## src/rtl/vga_vram_arbiter_if.sv

```systemverilog
// Bundle of display-fetch, host-write and RAM-side signals around the VRAM arbiter.
// The arbiter takes the slave view; the sync generator, host writer and RAM take the master view.
interface vga_vram_arbiter_if #(
  parameter int ADDR_W = 12,
  parameter int DATA_W = 8
);
  logic              video_on;
  logic              disp_req;
  logic [ADDR_W-1:0] disp_addr;
  logic [DATA_W-1:0] disp_data;
  logic              disp_valid;
  logic              disp_overrun;
  logic              wr_req;
  logic [ADDR_W-1:0] wr_addr;
  logic [DATA_W-1:0] wr_data;
  logic              wr_ack;
  logic [ADDR_W-1:0] mem_addr;
  logic              mem_we;
  logic [DATA_W-1:0] mem_wdata;
  logic [DATA_W-1:0] mem_rdata;

  modport slave (
    input  video_on, disp_req, disp_addr, wr_req, wr_addr, wr_data, mem_rdata,
    output disp_data, disp_valid, disp_overrun, wr_ack, mem_addr, mem_we, mem_wdata
  );

  modport master (
    output video_on, disp_req, disp_addr, wr_req, wr_addr, wr_data, mem_rdata,
    input  disp_data, disp_valid, disp_overrun, wr_ack, mem_addr, mem_we, mem_wdata
  );
endinterface

```

## src/rtl/vga_vram_arbiter.sv

```systemverilog
// Single-port VRAM arbiter: display fetches always win, host writes fill idle slots
// (blanking only unless WR_IN_ACTIVE is set).
module vga_vram_arbiter #(
  parameter int ADDR_W       = 12,
  parameter int DATA_W       = 8,
  parameter bit WR_IN_ACTIVE = 1'b0
) (
  input  logic                clk_i,
  input  logic                reset_i,
  vga_vram_arbiter_if.slave   arb
);

  typedef enum logic [1:0] {IDLE, RD, RD_CAP, WR} state_t;

  state_t              state_q, state_d;
  logic                disp_pend_q, disp_pend_d;
  logic [ADDR_W-1:0]   rd_addr_q, rd_addr_d;
  logic                overrun_q, overrun_d;
  logic [DATA_W-1:0]   disp_data_q, disp_data_d;
  logic                disp_valid_q, disp_valid_d;
  logic [ADDR_W-1:0]   mem_addr_q, mem_addr_d;
  logic [DATA_W-1:0]   mem_wdata_q, mem_wdata_d;
  logic                mem_we_c;
  logic                wr_ack_c;
  logic                wr_allowed;

  assign wr_allowed = ~arb.video_on | WR_IN_ACTIVE;

  always_ff @(posedge clk_i or posedge reset_i) begin
    if (reset_i) begin
      state_q      <= IDLE;
      disp_pend_q  <= 1'b0;
      rd_addr_q    <= '0;
      overrun_q    <= 1'b0;
      disp_data_q  <= '0;
      disp_valid_q <= 1'b0;
      mem_addr_q   <= '0;
      mem_wdata_q  <= '0;
    end else begin
      state_q      <= state_d;
      disp_pend_q  <= disp_pend_d;
      rd_addr_q    <= rd_addr_d;
      overrun_q    <= overrun_d;
      disp_data_q  <= disp_data_d;
      disp_valid_q <= disp_valid_d;
      mem_addr_q   <= mem_addr_d;
      mem_wdata_q  <= mem_wdata_d;
    end
  end

  always_comb begin
    state_d      = state_q;
    disp_pend_d  = disp_pend_q;
    rd_addr_d    = rd_addr_q;
    overrun_d    = overrun_q;
    disp_data_d  = disp_data_q;
    disp_valid_d = 1'b0;
    mem_addr_d   = mem_addr_q;
    mem_wdata_d  = mem_wdata_q;
    mem_we_c     = 1'b0;
    wr_ack_c     = 1'b0;

    // A newer request always replaces an unserved one; losing the old one is flagged.
    if (arb.disp_req) begin
      rd_addr_d   = arb.disp_addr;
      disp_pend_d = 1'b1;
      if (disp_pend_q) begin
        overrun_d = 1'b1;
      end
    end

    case (state_q)
      IDLE: begin
        if (disp_pend_q || arb.disp_req) begin
          state_d = RD;
        end else if (arb.wr_req && wr_allowed) begin
          state_d = WR;
        end
      end
      RD: begin
        // A request landing during RD is served by this very access.
        mem_addr_d  = arb.disp_req ? arb.disp_addr : rd_addr_q;
        disp_pend_d = 1'b0;
        state_d     = RD_CAP;
      end
      RD_CAP: begin
        disp_data_d  = arb.mem_rdata;
        disp_valid_d = 1'b1;
        state_d      = IDLE;
      end
      WR: begin
        mem_addr_d  = arb.wr_addr;
        mem_wdata_d = arb.wr_data;
        mem_we_c    = 1'b1;
        wr_ack_c    = 1'b1;
        state_d     = IDLE;
      end
      default: state_d = IDLE;
    endcase
  end

  // Address/data follow the current access and hold their last value otherwise.
  assign arb.mem_addr     = mem_addr_d;
  assign arb.mem_wdata    = mem_wdata_d;
  assign arb.mem_we       = mem_we_c;
  assign arb.wr_ack       = wr_ack_c;
  assign arb.disp_data    = disp_data_q;
  assign arb.disp_valid   = disp_valid_q;
  assign arb.disp_overrun = overrun_q;

  a_wr_single_cycle: assert property (@(posedge clk_i) disable iff (reset_i)
    (state_q == WR) |=> (state_q == IDLE));
  a_valid_after_cap: assert property (@(posedge clk_i) disable iff (reset_i)
    (state_q == RD_CAP) |=> disp_valid_q);

endmodule

```

## src/flat_wrapper.sv

```systemverilog
// flat-port wrapper written by rule: the top's interface ports become plain ports
module vga_vram_arbiter_flat 
#(
  parameter int ADDR_W       = 12,
  parameter int DATA_W       = 8,
  parameter bit WR_IN_ACTIVE = 1'b0
)
  (clk_i, reset_i, arb_video_on, arb_disp_req, arb_disp_addr, arb_wr_req, arb_wr_addr, arb_wr_data, arb_mem_rdata, arb_disp_data, arb_disp_valid, arb_disp_overrun, arb_wr_ack, arb_mem_addr, arb_mem_we, arb_mem_wdata);
  vga_vram_arbiter_if #(.ADDR_W(ADDR_W), .DATA_W(DATA_W)) arb_i ();
  input  logic clk_i;
  input  logic reset_i;
  input wire logic [$bits(arb_i.video_on)-1:0] arb_video_on;
  input wire logic [$bits(arb_i.disp_req)-1:0] arb_disp_req;
  input wire logic [$bits(arb_i.disp_addr)-1:0] arb_disp_addr;
  input wire logic [$bits(arb_i.wr_req)-1:0] arb_wr_req;
  input wire logic [$bits(arb_i.wr_addr)-1:0] arb_wr_addr;
  input wire logic [$bits(arb_i.wr_data)-1:0] arb_wr_data;
  input wire logic [$bits(arb_i.mem_rdata)-1:0] arb_mem_rdata;
  output wire logic [$bits(arb_i.disp_data)-1:0] arb_disp_data;
  output wire logic [$bits(arb_i.disp_valid)-1:0] arb_disp_valid;
  output wire logic [$bits(arb_i.disp_overrun)-1:0] arb_disp_overrun;
  output wire logic [$bits(arb_i.wr_ack)-1:0] arb_wr_ack;
  output wire logic [$bits(arb_i.mem_addr)-1:0] arb_mem_addr;
  output wire logic [$bits(arb_i.mem_we)-1:0] arb_mem_we;
  output wire logic [$bits(arb_i.mem_wdata)-1:0] arb_mem_wdata;
  assign arb_i.video_on = arb_video_on;
  assign arb_i.disp_req = arb_disp_req;
  assign arb_i.disp_addr = arb_disp_addr;
  assign arb_i.wr_req = arb_wr_req;
  assign arb_i.wr_addr = arb_wr_addr;
  assign arb_i.wr_data = arb_wr_data;
  assign arb_i.mem_rdata = arb_mem_rdata;
  assign arb_disp_data = arb_i.disp_data;
  assign arb_disp_valid = arb_i.disp_valid;
  assign arb_disp_overrun = arb_i.disp_overrun;
  assign arb_wr_ack = arb_i.wr_ack;
  assign arb_mem_addr = arb_i.mem_addr;
  assign arb_mem_we = arb_i.mem_we;
  assign arb_mem_wdata = arb_i.mem_wdata;
  vga_vram_arbiter #(.ADDR_W(ADDR_W), .DATA_W(DATA_W), .WR_IN_ACTIVE(WR_IN_ACTIVE)) u_core (.clk_i(clk_i), .reset_i(reset_i), .arb(arb_i));
endmodule
```

## config.mk

```make
export PLATFORM = sky130hd
export DESIGN_NAME = vga_vram_arbiter_flat
export DESIGN_NICKNAME = d
export VERILOG_FILES = /design/src/rtl/vga_vram_arbiter_if.sv /design/src/rtl/vga_vram_arbiter.sv /design/src/flat_wrapper.sv
export SDC_FILE = /design/constraint.sdc
export NUM_CORES = 1
export LEC_CHECK = 0
export ABC_CLOCK_PERIOD_IN_PS = 2890
export CAP_MARGIN = 5
export CORE_MARGIN = 2
export CORE_UTILIZATION = 42
export CTS_CLUSTER_DIAMETER = 80
export DETAILED_ROUTE_END_ITERATION = 8
export PLACE_DENSITY = 0.8
export SETUP_SLACK_MARGIN = 0.05
export SYNTH_ARGS = -nofsm -noshare
export SYNTH_HDL_FRONTEND = slang
export SYNTH_SLANG_ARGS = --single-unit
```

## constraint.sdc

```tcl
create_clock -name clk_i -period 2.89 [get_ports clk_i]
set_clock_uncertainty 0.1 [all_clocks]
set_input_delay 0.867 -clock clk_i [delete_from_list [all_inputs] [get_ports clk_i]]
set_output_delay 0.867 -clock clk_i [all_outputs]
set_load 0.01 [all_outputs]
```

==> results.cfg <==
[floorplanning]
die-area_sq_mm = 0.00478
initial_core_util_pct = 44.3
fp.coreArea_sq_mm = 0.00403
fp.dieH_um = 69.2
core.rowCount = 23
die_w_um = 69.2
io_pins = 77

[clocking]
htreeDepth = 2
cts_num_sinks = 45
cts_root_buffer = clkbuf_8
clk_latency_ns = 0.29
cts_buffers = 5
cts_tree = built
clkTransAtPathRegs_ns = 0.08
max-clock-path-buffers = 2

[routing]
wl_per_cell_um = 16.3
viasPerCell = 5.00
drt-total-wl_um = 4320
drt_iter0_drc = 72
final_antenna_net_count = 0
first_pass_iters = 4
drc = 0
vias = 1321

[worst_setup_path]
r2r_cells = 5
startpoint_type = input pin
cp-end-kind = primary output
crit_type = in2out
worstPathMaxFanout = 7
crit_required_ns = 1.92
cp_data_arrival_time_ns = 1.92

[synth]
synthTopCellsByArea = dfrtp_1 (63%), mux2_2 (15%), a221o_1 (6.7%)
synth-xor-area-share_pct = 0
synthAdderAreaFrac_pct = 0
synth_compound_area_share_pct = 7.86
yosys-mux-area-fraction_pct = 18.7
synth_area_leader_cell = dfrtp_1
synth_fp_nets = 162
ys_ff_latch = 45
ys_seq_area_share_pct = 63.2
avgSynthCellArea_sq_um = 15.2
yosysWarnings = 0
synth_area_sq_mm = 0.00178
synthCells = 117
synth_cell_types = 19
yosys.area_share.simple_pct = 6.67
synth_top_family_by_area = multiplexers
yosysTopAreaCellShare_pct = 63.2

[global_routing]
grt_pass1_wl_um = 7220
grt_pass1_vias = 1449
grt_start_max_net_pins = 27
grt_use_met1_pct = 24.3
antenna_found_initial = 0
gr-max-usage-layer = met2
grt_overflow = 0
grt_use_met3_pct = 6.73
grt_use_met2_pct = 31.6
grt_usage_pct = 19.2

[timing]
slew_viol_final = 0
finalCriticalPeriod_ns = 2.88
max-slew-margin-rel_pct = 54.5
final.setup.worst_slack_ns = 0.00611
rsz0062_at_grt = true
max_freq_mhz = 347
finalSetupViolCount = 0
tns_ns = 0
final_hold_viol_count = 0
period_share_pct = 99.8
tightest_slew_ns = 0.681

[final_layout]
nFillCells = 299
final_cells = 264
drive_above_1_share_pct = 33.6
final_nets = 258
area_growth_pct = 58.4
postLayoutCellArea_sq_mm = 0.00282
insertedDiodeCount = 0

[place]
place_inst = 243
dp_hpwl_um = 3040
pre_cts_ws_ns = -0.817
place.gp.congestion = 0.866
post_dp_cell_area_sq_mm = 0.00262
port_buffers = 76

[power_and_ir_drop]
power_w = 0.00279
ir_drop_mv = 0.640
combPwrFrac_pct = 47.9
power.internal_w = 0.00193
seqPwrFrac_pct = 34.7
power.share.clock_pct = 17.4
cellPowerDensity_mw_per_mm2 = 988
p_sw_w = 0.000864
leakage_nw = 1.30
p_sw_share_pct = 31.0

[min_path]
hold_path_class = reg2reg
holdPathStages = 1

[outcome]
status = finished clean

[job]
drv_cap = 0
[flip-flops by register name (all words and copies together), names as in the netlist]
signal / count
u_core.arb.disp_data: 8
u_core.arb.disp_overrun: 1
u_core.arb.disp_valid: 1
u_core.disp_pend_q: 1
u_core.mem_addr_q: 12
u_core.mem_wdata_q: 8
u_core.rd_addr_q: 12
u_core.state_q: 2
[cells in the mapped netlist, drive strengths merged]
library cell,number
dfrtp,45
nand2b,1
and2b,1
nor2,2
nand2,1
buf,6
a221o,12
a211oi,1
a21oi,1
inv,3
clkbuf,1
nor2b,13
mux2,28
a21o,1
or4b,1
[area by class of cell]
class | count | area, sq um | share of cell area, %
clock buffer | 6 | 82.6 | 2.92
inverter | 3 | 15.0 | 0.532
sequential | 45 | 1130 | 39.9
clock inverter | 2 | 37.5 | 1.33
timing repair buffer | 96 | 881 | 31.2
tap | 50 | 62.6 | 2.22
multi-input combinational | 62 | 619 | 21.9
[worst paths after layout]
path / from / end / slack (ns)
max in group asynchronous: reset_i / u_core.mem_addr_q[4] / 1.31
setup reg to reg: u_core.state_q[0] / u_core.mem_addr_q[5] / 1.16
hold reg to reg: u_core.arb.disp_overrun / u_core.arb.disp_overrun / 0.38
min in group asynchronous: reset_i / u_core.state_q[0] / 0.83
setup / recovery: arb_disp_req / arb_mem_addr[0] / 0.006
hold / removal: u_core.arb.disp_overrun / u_core.arb.disp_overrun / 0.38
[layer usage]
layer  part of all wire (%)  vias up
met4                    1.8        0
met5                      0        -
li1                       -      607
met2                     51       58
met1                     41      648
met3                    6.6        8
[critical path, stage by stage]
cell,delay [ns]
buf_12,0.11
buf_12,0.14
mux2_4,0.30
a221o_1,0.35
buf_2,0.15
[logic make-up (layout without fill, tap and decap cells)]
kind of cell,after synthesis,in the layout
mux,28,28
compound gates,15,15
buf+inv,10,107
simple gates,19,19
flops,45,45
[metrics by stage]
stage	hold slack [ns]	util (%)
after global routing	0.407	70.1
final	0.385	70.1
after global placement	0.348	65.0
after detailed placement	0.357	65.0
after floorplan	0.368	-
after CTS	0.388	69.1
[placed cells by master, fill, tap and decap left out, drive strengths merged]
cell type | netlist | routed
buf | 6 | 33
nand2b | 1 | 1
clkdlybuf4s50 | 0 | 43
nand2 | 1 | 1
clkbuf | 1 | 6
clkinvlp | 0 | 2
nor2 | 2 | 2
mux2 | 28 | 28
or4b | 1 | 1
a21o | 1 | 1
bufinv | 0 | 1
nor2b | 13 | 13
dlygate4sd2 | 0 | 20
a211oi | 1 | 1
and2b | 1 | 1
a221o | 12 | 12
dfrtp | 45 | 45
inv | 3 | 2
a21oi | 1 | 1
[timing repair]
| item | 4_1_cts | 5_1_grt |
|---|---|---|
| pin swaps | 12 | 12 |
| cloned | 1 | 0 |
| hold buffers | 0 | 0 |
| setup buffers | 9 | 3 |
| endpoints found under the setup margin | 22 | 12 |
| resized for setup | 84 | 3 |
[power groups by stage]
stage / registers, W / logic [W] / clock network (W)
after global routing: 0.000994 / 0.00142 / 0.000537
after CTS: 0.000968 / 0.00127 / 0.000495
after floorplan: 0.000982 / 0.000610 / 0
after global placement: 0.000965 / 0.00129 / 0
final: 0.000968 / 0.00134 / 0.000484
after detailed placement: 0.000978 / 0.00133 / 0
Power figures use the tool's default switching activity.
